## src/rtl/async_sram_ctrl.sv

```systemverilog
// async_sram_ctrl: single-request controller for an asynchronous SRAM with programmable read/write wait states and read-to-write turnaround.
module async_sram_ctrl #(
  parameter int ADDR_W  = 18,
  parameter int DATA_W  = 16,
  parameter int WAIT_RD = 1,
  parameter int WAIT_WR = 1,
  parameter int TURN    = 1
) (
  input  logic                  clk,
  input  logic                  rst,
  input  logic                  cmd_valid,
  output logic                  cmd_ready,
  input  logic                  cmd_we,
  input  logic [ADDR_W-1:0]     cmd_addr,
  input  logic [DATA_W-1:0]     cmd_wdata,
  input  logic [DATA_W/8-1:0]   cmd_be,
  output logic                  rsp_valid,
  output logic [DATA_W-1:0]     rsp_rdata,
  output logic [ADDR_W-1:0]     sram_a,
  output logic [DATA_W-1:0]     sram_dq_o,
  output logic                  sram_dq_oe,
  input  logic [DATA_W-1:0]     sram_dq_i,
  output logic                  sram_ce_n,
  output logic                  sram_oe_n,
  output logic                  sram_we_n,
  output logic [DATA_W/8-1:0]   sram_be_n
);
  localparam int BW = DATA_W / 8;
  typedef enum logic [2:0] {S_IDLE, S_RD, S_WR_SETUP, S_WR_PULSE, S_WR_HOLD, S_TURN} state_t;
  state_t state, nxt;
  logic [3:0] cnt, cnt_nxt;
  logic acc, wr_nxt, ce_d, oe_d, we_d;
  logic [BW-1:0] be_d;
  assign cmd_ready = state == S_IDLE;
  assign acc = cmd_valid & cmd_ready;
  always_comb begin
    nxt = state;
    cnt_nxt = cnt;
    case (state)
      S_IDLE: if (acc) begin
        nxt = cmd_we ? S_WR_SETUP : S_RD;
        cnt_nxt = 4'(WAIT_RD);
      end
      S_RD: if (cnt == 4'd0) begin
        nxt = TURN == 0 ? S_IDLE : S_TURN;
        cnt_nxt = 4'(TURN == 0 ? 0 : TURN - 1);
      end else cnt_nxt = cnt - 4'd1;
      S_WR_SETUP: begin
        nxt = S_WR_PULSE;
        cnt_nxt = 4'(WAIT_WR);
      end
      S_WR_PULSE: if (cnt == 4'd0) nxt = S_WR_HOLD;
        else cnt_nxt = cnt - 4'd1;
      S_WR_HOLD: nxt = S_IDLE;
      S_TURN: if (cnt == 4'd0) nxt = S_IDLE;
        else cnt_nxt = cnt - 4'd1;
      default: nxt = S_IDLE;
    endcase
  end
  // Strobes are decoded from the next state and registered so they change cleanly with the state.
  always_comb begin
    wr_nxt = nxt == S_WR_SETUP || nxt == S_WR_PULSE || nxt == S_WR_HOLD;
    be_d = acc ? (cmd_we ? ~cmd_be : '0) : (nxt == S_IDLE || nxt == S_TURN) ? '1 : sram_be_n;
    ce_d = !(nxt == S_RD || wr_nxt);
    oe_d = nxt != S_RD;
    we_d = !(nxt == S_WR_PULSE && |(~be_d));
  end
  always_ff @(posedge clk or posedge rst) begin
    if (rst) begin
      state <= S_IDLE;
      cnt <= '0;
      rsp_valid <= 1'b0;
      rsp_rdata <= '0;
      sram_a <= '0;
      sram_dq_o <= '0;
      sram_dq_oe <= 1'b0;
      sram_ce_n <= 1'b1;
      sram_oe_n <= 1'b1;
      sram_we_n <= 1'b1;
      sram_be_n <= '1;
    end else begin
      state <= nxt;
      cnt <= cnt_nxt;
      rsp_valid <= state == S_RD && cnt == 4'd0;
      if (state == S_RD && cnt == 4'd0) rsp_rdata <= sram_dq_i;
      if (acc) sram_a <= cmd_addr;
      if (acc) sram_dq_o <= cmd_wdata;
      sram_dq_oe <= wr_nxt;
      sram_ce_n <= ce_d;
      sram_oe_n <= oe_d;
      sram_we_n <= we_d;
      sram_be_n <= be_d;
    end
  end
endmodule

```

## config.mk

```make
export PLATFORM = sky130hd
export DESIGN_NAME = async_sram_ctrl
export DESIGN_NICKNAME = d
export VERILOG_FILES = /design/src/rtl/async_sram_ctrl.sv
export SDC_FILE = /design/constraint.sdc
export NUM_CORES = 1
export LEC_CHECK = 0
export CORE_AREA = 2 2 80 82
export DETAILED_ROUTE_END_ITERATION = 12
export DIE_AREA = 0 0 82 84
export HOLD_SLACK_MARGIN = 0.06
export PLACE_DENSITY = 0.83
export REMOVE_ABC_BUFFERS = 1
export SYNTH_ARGS = -nofsm -noshare
export SYNTH_HDL_FRONTEND = slang
export SYNTH_SLANG_ARGS = --single-unit
```

## constraint.sdc

```tcl
create_clock -name clk -period 4.1 [get_ports clk]
set_clock_uncertainty 0.1 [all_clocks]
set_input_delay 0.82 -clock clk [delete_from_list [all_inputs] [get_ports clk]]
set_output_delay 0.82 -clock clk [all_outputs]
set_load 0.05 [all_outputs]
```

==> results of run 1 <==
flip-flops by register name, summed over array words and instances, names as in the netlist:
signal	count
sram_a	18
sram_be_n	2
cnt	4
sram_ce_n	1
rsp_rdata	16
sram_dq_oe	1
state	3
sram_we_n	1
rsp_valid	1
sram_oe_n	1
sram_dq_o	16
logic make-up after synthesis:
group | Yosys count | synth area share
adder cells (fa/ha/maj) | 2 | 0.00940
AO/OA/AOI/OAI | 24 | 0.0611
AND/OR/NAND/NOR | 27 | 0.0686
flip-flops | 64 | 0.604
buffers and inverters | 15 | 0.0362
multiplexers | 52 | 0.220
synthesized netlist by cell type:
| library cell | instances |
|---|---|
| mux2_1 | 2 |
| or3b_1 | 1 |
| dfrtp_1 | 59 |
| nor3b_4 | 1 |
| buf_6 | 5 |
| a22o_2 | 1 |
| o21bai_1 | 1 |
| nand2b_4 | 1 |
| a21oi_1 | 7 |
| dfstp_2 | 5 |
| nor2_1 | 3 |
| o21ai_0 | 4 |
| nand4b_1 | 1 |
| inv_1 | 6 |
| nor3_4 | 1 |
| ha_1 | 2 |
| a21o_1 | 2 |
| and3_2 | 1 |
| nand2b_1 | 3 |
| a31oi_1 | 2 |
| buf_2 | 2 |
| clkbuf_1 | 2 |
| a22o_1 | 1 |
| o211ai_1 | 1 |
| mux2_4 | 1 |
| o211ai_2 | 1 |
| o21a_1 | 3 |
| nor3_1 | 4 |
| mux2i_1 | 2 |
| nand2_1 | 9 |
| a41o_2 | 1 |
| mux2_2 | 47 |
| nand3b_1 | 1 |
| nand3_4 | 1 |
worst min path at each step:
stage / startpoint / endpoint / slack (ns) / depth (start not counted)
after floorplan: cnt[0]$_DFFE_PP0P_ / cnt[0]$_DFFE_PP0P_ / 0.37 / 1
after global placement: sram_a[5]$_DFFE_PP0N_ / sram_a[5]$_DFFE_PP0N_ / 0.37 / 1
after detailed placement: sram_a[9]$_DFFE_PP0N_ / sram_a[9]$_DFFE_PP0N_ / 0.37 / 1
after CTS: sram_a[9]$_DFFE_PP0N_ / sram_a[9]$_DFFE_PP0N_ / 0.39 / 1
after global routing: sram_a[9]$_DFFE_PP0N_ / sram_a[9]$_DFFE_PP0N_ / 0.41 / 1
final: sram_a[9]$_DFFE_PP0N_ / sram_a[9]$_DFFE_PP0N_ / 0.39 / 1
routing by layer:
metal | vias up | part of all wire
met2 | 81 | 0.50
li1 | 883 | -
met5 | - | 0
met4 | 0 | 0.010
met1 | 909 | 0.40
met3 | 7 | 0.090
cell type report:
cell class,count,area share
Clock buffer,13,0.0397
Clock inverter,3,0.00437
Inverter,6,0.00562
Multi-Input combinational cell,105,0.239
Sequential cell,64,0.401
Tap cell,77,0.0240
Timing Repair Buffer,115,0.286
per-stage QoR:
step	instances	hold slack, ns	util	setup slack (ns)	instance area [um2]
3_5_place_dp	367	0.374	0.628	1.44	3830
6_report	383	0.389	0.657	1.24	4010
4_1_cts	383	0.390	0.657	1.21	4010
2_1_floorplan	175	0.374	-	1.54	2590
5_1_grt	383	0.406	0.657	1.15	4010
3_3_place_gp	367	0.367	0.628	1.50	3830
critical path, delay by kind of cell, from the launching register on:
kind / cells / cell delay, ns
buf+inv: 1 / 0.83
flops: 1 / 0.55
simple gates: 1 / 0.24
==> reports/summary.txt, run 1 <==
status = completed
Critical Path Start = state[2]$_DFF_PP0_
number of antenna violations at the first check in global routing = 0
Clk pin slew, worst setup/hold paths = 0.06 ns
Synth Register Bits = 64
fin nets = 359
clk buf depth = 2
CTS H-tree depth = 3
worst-path cell chain = nor3_1 -> clkdlybuf4s50_1
GRT Residual Overflow = 0
Min Clock Period, post-route = 2.86 ns
CP required = 3.18 ns
initial DRC count = 59
Synth top area share = 0.555
most common cell after layout, fill and taps aside = clkdlybuf4s50_1
clk root buf = clkbuf_8
Post-Syn Area = 2660 um2
die area = 6890 um2
Most Used Layer, Global Route = met2
max_cap viols = 0
TritonCTS Buffers = 9
f_max = 0.349 GHz
Die Height = 84 um
DP HPWL = 4000 um
part of the Yosys area used for sequential elements = 0.604
largest net degree at the start of global routing = 44
Hold Fails Final Rpt = 0
Reg2Reg Setup Slack = 2.21 ns
via count = 1,880
critical path's slowest cell = clkdlybuf4s50_1
routed length per instance = 14.4 um
setup violators final = 0
Final GP Congestion = 0.871
commonest non-fill, non-tap cells in the layout = clkdlybuf4s50_1 (113), dfrtp_1 (59), mux2_2 (47), clkbuf_8 (11), nand2_1 (9)
first-pass GRT wire length = 9110 um
CTS sink cnt = 64
met2 Use GR = 0.269
multi-input logic area = 957 um2
WP data arrival = 1.94 ns
# fillers = 469
setup TNS = 0 ns
Critical Path Max Stage Delay = 0.83 ns
Final Cycle Share = 0.698
Max Fanout on Critical Path = 16
Port Buf Inserts = 113
Tightest Pin Transition = 0.527 ns
Post-CTS Hold Buffers = 0
register area = 1610 um2
CTS resizes = 0
Min-Delay Path Class = reg2reg
Mean Syn Cell Area = 14.5 um2
Yosys cell types = 34
number of global-route vias before repair = 1,893
synth top area cells = dfrtp_1 (55%), mux2_2 (20%), dfstp_2 (4.9%)
core area = 6100 um2
vias per cell = 4.91
met3 GRT Util = 0.0639
Starting Density = 0.437
Global Route met1 Usage = 0.221
setup bufs post-CTS = 0
TritonCTS clock tree = done
RR Startpoint = cnt[0]$_DFFE_PP0P_
RSZ-0062 raised after global routing = false
routed wire length = 5510 um
number of core rows = 29
Mapped Cells = 184
residual DRC count = 0
Critical Path End = cmd_ready
Setup CP Type = reg2out
crit end category = primary output
area delta synth->final = 50.5%
overall routing resource usage = 0.173
Slew HR = 0.649
Yosys top cell by area = dfrtp_1
Worst setup SP type = flop
Die W = 82 um
reg2reg end = cnt[3]$_DFFE_PP0P_
IO Pins = 114
Worst-Skew Late Latency = 0.32 ns
pins over their slew limit = 0
YS warnings = 0
first drt pass iteration count = 4
worst r2r path cells = 6
Ant. Diodes = 0
share of cells above drive strength 1 = 0.255
Routed Antenna Nets = 0
Power of run 1 is not shown: default switching activity piles up to over one toggle a cycle in this logic, so the estimate is an artifact.
==> run 2, diff against run 1 <==
--- a/config.mk
+++ b/config.mk
@@ -5,11 +5,11 @@
 export SDC_FILE = /design/constraint.sdc
 export NUM_CORES = 1
 export LEC_CHECK = 0
-export CORE_AREA = 2 2 80 82
+export CORE_AREA = 2 2 87 89
 export DETAILED_ROUTE_END_ITERATION = 12
-export DIE_AREA = 0 0 82 84
+export DIE_AREA = 0 0 89 91
 export HOLD_SLACK_MARGIN = 0.06
-export PLACE_DENSITY = 0.83
+export PLACE_DENSITY = 0.75
 export REMOVE_ABC_BUFFERS = 1
 export SYNTH_ARGS = -nofsm -noshare
 export SYNTH_HDL_FRONTEND = slang
==> constraint.sdc (replaced) <==
create_clock -name clk -period 2.6 [get_ports clk]
set_clock_uncertainty 0.1 [all_clocks]
set_input_delay 0.52 -clock clk [delete_from_list [all_inputs] [get_ports clk]]
set_output_delay 0.52 -clock clk [all_outputs]
set_load 0.05 [all_outputs]
==> run 2 against run 1 <==
Compared with the run above:
- setup slack lost 1.0 ns
- first-iteration DRC count grew 22%
- final area grew 1.6%
- non-clock buffer count grew 4
- global-route usage shrank 1.5 points
- largest cell class unchanged
==> reports/summary.txt, run 2 (same netlist as run 1, synthesis figures left out) <==
commonest non-fill, non-tap cells in the layout = clkdlybuf4s50_1 (113), dfrtp_1 (59), mux2_2 (47), nand2_1 (9), clkbuf_8 (9) (was clkdlybuf4s50_1 (113), dfrtp_1 (59), mux2_2 (47), clkbuf_8 (11), nand2_1 (9))
final core occ = 0.570 (was 0.657)
P per Cell Area = 1540 nW/um2
number of core rows = 31 (was 29)
Max Fanout on Critical Path = 2 (was 16)
largest net degree at the start of global routing = 65 (was 44)
Global Route met1 Usage = 0.190 (was 0.221)
routed wire length = 6020 um (was 5510 um)
max_cap viols = 0 (unchanged)
VDD IR max = 0.000863 V
vias per cell = 4.70 (was 4.91)
core area = 7140 um2 (was 6100 um2)
overall routing resource usage = 0.158 (was 0.173)
setup TNS = 0 ns (unchanged)
fin cells = 409 (was 383)
Worst-Skew Late Latency = 0.33 ns (was 0.32 ns)
clk root buf = clkbuf_8 (unchanged)
Comb power frac = 0.604
Largest register FFs = 18 (unchanged)
GRT Residual Overflow = 0 (unchanged)
worst-path cell chain = nor3_1 -> clkdlybuf4s50_1 (unchanged)
Largest Register = sram_a (unchanged)
share of cells above drive strength 1 = 0.261 (was 0.255)
status = completed (unchanged)
f_max = 0.421 GHz
setup violators final = 0 (unchanged)
via count = 1,924 (was 1,880)
Post-CTS Hold Buffers = 0 (unchanged)
routed length per instance = 14.7 um (was 14.4 um)
Min Clock Period, post-route = 2.38 ns
Die W = 89 um (was 82 um)
pins over their slew limit = 0 (unchanged)
Ant. Diodes = 0 (unchanged)
Clk pin slew, worst setup/hold paths = 0.07 ns (was 0.06 ns)
Starting Density = 0.373 (was 0.437)
CP required = 1.98 ns (was 3.18 ns)
Seq pwr share = 0.284
largest registers = sram_a: 18 flops, rsp_rdata: 16 flops, sram_dq_o: 16 flops (unchanged)
critical path's slowest cell = clkdlybuf4s50_1 (unchanged)
die area = 8100 um2 (was 6890 um2)
placed cells = 393 (was 367)
Hold Fails Final Rpt = 0 (unchanged)
internal power = 3.31 mW
WP data arrival = 1.76 ns (was 1.94 ns)
setup slack after layout = 0.224 ns (was 1.24 ns)
met3 GRT Util = 0.0491 (was 0.0639)
Sw Ratio = 0.472
Min-Delay Path Class = reg2reg (unchanged)
residual DRC count = 0 (unchanged)
RSZ-0062 raised after global routing = false (unchanged)
Tightest Pin Transition = 0.551 ns (was 0.527 ns)
Most Used Layer, Global Route = met2 (unchanged)
number of antenna violations at the first check in global routing = 0 (unchanged)
setup bufs post-CTS = 0 (unchanged)
LEAKAGE = 1.72 nW
Final GP Congestion = 0.747 (was 0.871)
clock power share = 0.112
CTS H-tree depth = 3 (unchanged)
most common cell after layout, fill and taps aside = clkdlybuf4s50_1 (unchanged)
TritonCTS Buffers = 9 (unchanged)
Net Sw Power = 2.95 mW
IO Pins = 114 (unchanged)
CTS sink cnt = 64 (unchanged)
Slew HR = 0.632 (was 0.649)
initial DRC count = 72 (was 59)
fin nets = 363 (was 359)
Worst path top cell family by delay = buffers and inverters (unchanged)
Worst setup SP type = flop (unchanged)
DP HPWL = 4290 um (was 4000 um)
Final Instance Area = 4070 um2 (was 4010 um2)
number of global-route vias before repair = 2,010 (was 1,893)
first-pass GRT wire length = 9790 um (was 9110 um)
Final Cycle Share = 0.914
Bufs and invs on worst path = 1 (unchanged)
Setup CP Type = reg2out (unchanged)
first drt pass iteration count = 4 (unchanged)
area delta synth->final = 52.9% (was 50.5%)
CTS resizes = 0 (unchanged)
Routed Antenna Nets = 0 (unchanged)
Critical Path Max Stage Delay = 0.84 ns (was 0.83 ns)
DP Area = 3910 um2 (was 3830 um2)
TritonCTS clock tree = done (unchanged)
worst slack at placement = 0.388 ns (was 1.44 ns)
crit end category = primary output (unchanged)
Port Buf Inserts = 113 (unchanged)
met2 Use GR = 0.255 (was 0.269)
Die Height = 91 um (was 84 um)
clk buf depth = 2 (unchanged)
Reg2Reg Setup Slack = 0.71 ns (was 2.21 ns)
run 2: cell types whose count changed in the layout (fill, tap and decap cells not counted), sizes merged:
cell    before  now
buf          2    6
clkbuf      13   12
clkinv       2    3
run 2: worst reg2reg max path, stage by stage, from the launching register on:
cell and delay, ns:
dfrtp_1 0.41, inv_1 0.09, ha_1 0.18, or3b_1 0.49, o21a_1 0.27, a41o_2 0.25
run 2: layer usage:
metal,share of wire,vias up
li1,-,891
met3,0.064,9
met4,0.017,0
met5,0,-
met1,0.41,956
met2,0.51,68
run 2: power groups by stage:
stage               clock network, mW  logic, mW  registers (mW)
finish                          0.703       3.78            1.78
global route                    0.779       3.95            1.85
CTS                             0.732       3.81            1.78
detailed placement                  0       3.80            1.79
global placement                    0       3.75            1.77
floorplan                           0      0.912            3.41
run 2: through the flow:
stage	power, mW	hold WS [ns]
6_report	6.26	0.395
5_1_grt	6.58	0.418
4_1_cts	6.33	0.399
3_5_place_dp	5.60	0.379
3_3_place_gp	5.53	0.371
2_1_floorplan	4.32	0.374
run 2: final cells by class:
type / instances / area, um2
Clock inverter: 4 / 22.5
Inverter: 6 / 22.5
Tap cell: 99 / 124
Clock buffer: 12 / 135
Multi-Input combinational cell: 105 / 957
Sequential cell: 64 / 1610
Fill cell: 628 / 3070
Timing Repair Buffer: 119 / 1200
run 2: worst paths after layout:
| check | endpoint | from | cells past startpoint |
|---|---|---|---|
| max | cmd_ready | state[0]$_DFF_PP0_ | 2 |
| min | sram_a[5]$_DFFE_PP0N_ | sram_a[5]$_DFFE_PP0N_ | 1 |
| max reg2reg | cnt[1]$_DFFE_PP0P_ | cnt[0]$_DFFE_PP0P_ | 5 |
| min reg2reg | sram_a[5]$_DFFE_PP0N_ | sram_a[5]$_DFFE_PP0N_ | 1 |
| max in group asynchronous | sram_oe_n$_DFF_PP1_ | rst | 3 |
| min in group asynchronous | sram_a[16]$_DFFE_PP0N_ | rst | 3 |
Power figures use the tool's default switching activity.
==> run 3, diff against run 2 <==
==> constraint.sdc (replaced) <==
create_clock -name clk -period 2.6 [get_ports clk]
set_clock_uncertainty 0.1 [all_clocks]
set_input_delay 0.26 -clock clk [delete_from_list [all_inputs] [get_ports clk]]
set_output_delay 0.26 -clock clk [all_outputs]
set_load 0.05 [all_outputs]
==> run 3 against run 2 <==
Compared with the run above:
- sequential share of layout area barely moved
- largest power group unchanged
- highest routed layer unchanged
- combinational power fell by 3%
- global-route usage fell by 0.34 points
- flip-flop and latch count did not move
==> reports/summary.txt, run 3 (same netlist as run 1, synthesis figures left out) <==
CP required = 2.24 ns (was 1.98 ns)
pins over their slew limit = 0 (unchanged)
area delta synth->final = 53.1% (was 52.9%)
DP HPWL = 4420 um (was 4290 um)
max_cap viols = 0 (unchanged)
Max Fanout on Critical Path = 16 (was 2)
Ant. Diodes = 0 (unchanged)
Die Height = 91 um (unchanged)
number of core rows = 31 (unchanged)
first drt pass iteration count = 4 (unchanged)
number of antenna violations at the first check in global routing = 0 (unchanged)
CTS H-tree depth = 3 (unchanged)
commonest non-fill, non-tap cells in the layout = clkdlybuf4s50_1 (113), dfrtp_1 (59), mux2_2 (47), clkbuf_8 (10), nand2_1 (9) (was clkdlybuf4s50_1 (113), dfrtp_1 (59), mux2_2 (47), nand2_1 (9), clkbuf_8 (9))
register area = 1610 um2 (unchanged)
Die W = 89 um (unchanged)
GRT Residual Overflow = 0 (unchanged)
Tightest Pin Transition = 0.552 ns (was 0.551 ns)
Port Buf Inserts = 113 (unchanged)
most common cell after layout, fill and taps aside = clkdlybuf4s50_1 (unchanged)
worst hold slack = 0.206 ns (was 0.395 ns)
Post-CTS Hold Buffers = 0 (unchanged)
first-pass GRT wire length = 9570 um (was 9790 um)
Hold Fails Final Rpt = 0 (unchanged)
Routed Antenna Nets = 0 (unchanged)
setup violators final = 0 (unchanged)
clock power share = 0.131 (was 0.112)
CTS sink cnt = 64 (unchanged)
Min Clock Period, post-route = 2.34 ns (was 2.38 ns)
Largest Register = sram_a (unchanged)
f_max = 0.427 GHz (was 0.421 GHz)
Net Sw Power = 2.94 mW (was 2.95 mW)
Clk pin slew, worst setup/hold paths = 0.07 ns (about the same)
vias per cell = 4.74 (was 4.70)
RSZ-0062 raised after global routing = false (unchanged)
residual DRC count = 0 (unchanged)
multi-input logic area = 957 um2 (unchanged)
setup bufs post-CTS = 0 (unchanged)
share of cells above drive strength 1 = 0.260 (was 0.261)
routed wire length = 5960 um (was 6020 um)
overall routing resource usage = 0.155 (was 0.158)
Final GP Congestion = 0.815 (was 0.747)
worst r2r path cells = 6 (was 5)
CTS resizes = 0 (unchanged)
core area = 7140 um2 (unchanged)
clk root buf = clkbuf_8 (unchanged)
TritonCTS Buffers = 9 (unchanged)
Worst setup SP type = flop (unchanged)
Worst-Skew Late Latency = 0.33 ns (about the same)
P per Cell Area = 1550 nW/um2 (was 1540 nW/um2)
TritonCTS clock tree = done (unchanged)
Largest register FFs = 18 (unchanged)
Sw Ratio = 0.464 (was 0.472)
Slew HR = 0.632 (about the same)
die area = 8100 um2 (unchanged)
setup TNS = 0 ns (unchanged)
fin nets = 361 (was 363)
via count = 1,930 (was 1,924)
WP data arrival = 1.98 ns (was 1.76 ns)
largest net degree at the start of global routing = 31 (was 65)
number of global-route vias before repair = 2,036 (was 2,010)
LEAKAGE = 1.72 nW (about the same)
status = completed (unchanged)
# fillers = 612 (was 628)
routed length per instance = 14.6 um (was 14.7 um)
Seq pwr share = 0.291 (was 0.284)
largest registers = sram_a: 18 flops, rsp_rdata: 16 flops, sram_dq_o: 16 flops (unchanged)
VDD IR max = 0.000710 V (was 0.000863 V)
initial DRC count = 27 (was 72)
Starting Density = 0.373 (unchanged)
IO Pins = 114 (unchanged)
Min-Delay Path Class = in2async (was reg2reg)
Comb power frac = 0.578 (was 0.604)
crit end category = primary output (unchanged)
Final Cycle Share = 0.901 (was 0.914)
Setup CP Type = reg2out (unchanged)
internal power = 3.40 mW (was 3.31 mW)
clk buf depth = 2 (unchanged)
run 3: critical path: stages, from the launching register on:
cell	delay (ns)
dfrtp_1	0.56
nor3_1	0.26
clkdlybuf4s50_1	0.83
run 3: power by group through the flow:
stage	Clock [mW]	Sequential (mW)	Combinational, mW
after global routing	0.896	1.92	3.83
after CTS	0.860	1.85	3.70
after global placement	0	1.83	3.66
final	0.827	1.84	3.66
after detailed placement	0	1.86	3.69
after floorplan	0	3.41	0.912
run 3: metal layers:
metal	track usage	wire, um
met1	0.170	2280
met5	0	0
met2	0.259	3200
met4	0.0734	115
met3	0.0609	364
run 3: final timing paths:
| kind | startpoint | endpoint | slack (ns) |
|---|---|---|---|
| setup / recovery | state[2]$_DFF_PP0_ | cmd_ready | 0.26 |
| hold / removal | rst | sram_a[10]$_DFFE_PP0N_ | 0.21 |
| setup reg to reg | cnt[0]$_DFFE_PP0P_ | cnt[3]$_DFFE_PP0P_ | 0.72 |
| hold reg to reg | sram_a[9]$_DFFE_PP0N_ | sram_a[9]$_DFFE_PP0N_ | 0.40 |
| max in group asynchronous | rst | sram_we_n$_DFF_PP1_ | 1.57 |
| min in group clk | sram_a[9]$_DFFE_PP0N_ | sram_a[9]$_DFFE_PP0N_ | 0.40 |
run 3: area by class of cell:
type	instances	share of cell area
clock inverters	4	0.0111
repair buffers	117	0.288
inverters	6	0.00553
multi-input cells	105	0.235
flip-flops and latches	64	0.395
well taps	99	0.0304
clock buffers	12	0.0356
run 3: metrics by stage:
stage                     utilization  instance area (um2)  setup slack [ns]  total power [mW]  std cells
after floorplan                     -                 2590             0.402              4.32        175
after global placement          0.544                 3880             0.634              5.49        391
after detailed placement        0.544                 3880             0.603              5.56        391
after CTS                       0.571                 4080             0.265              6.41        407
after global routing            0.571                 4080             0.178              6.64        407
final                           0.571                 4080             0.258              6.33        407
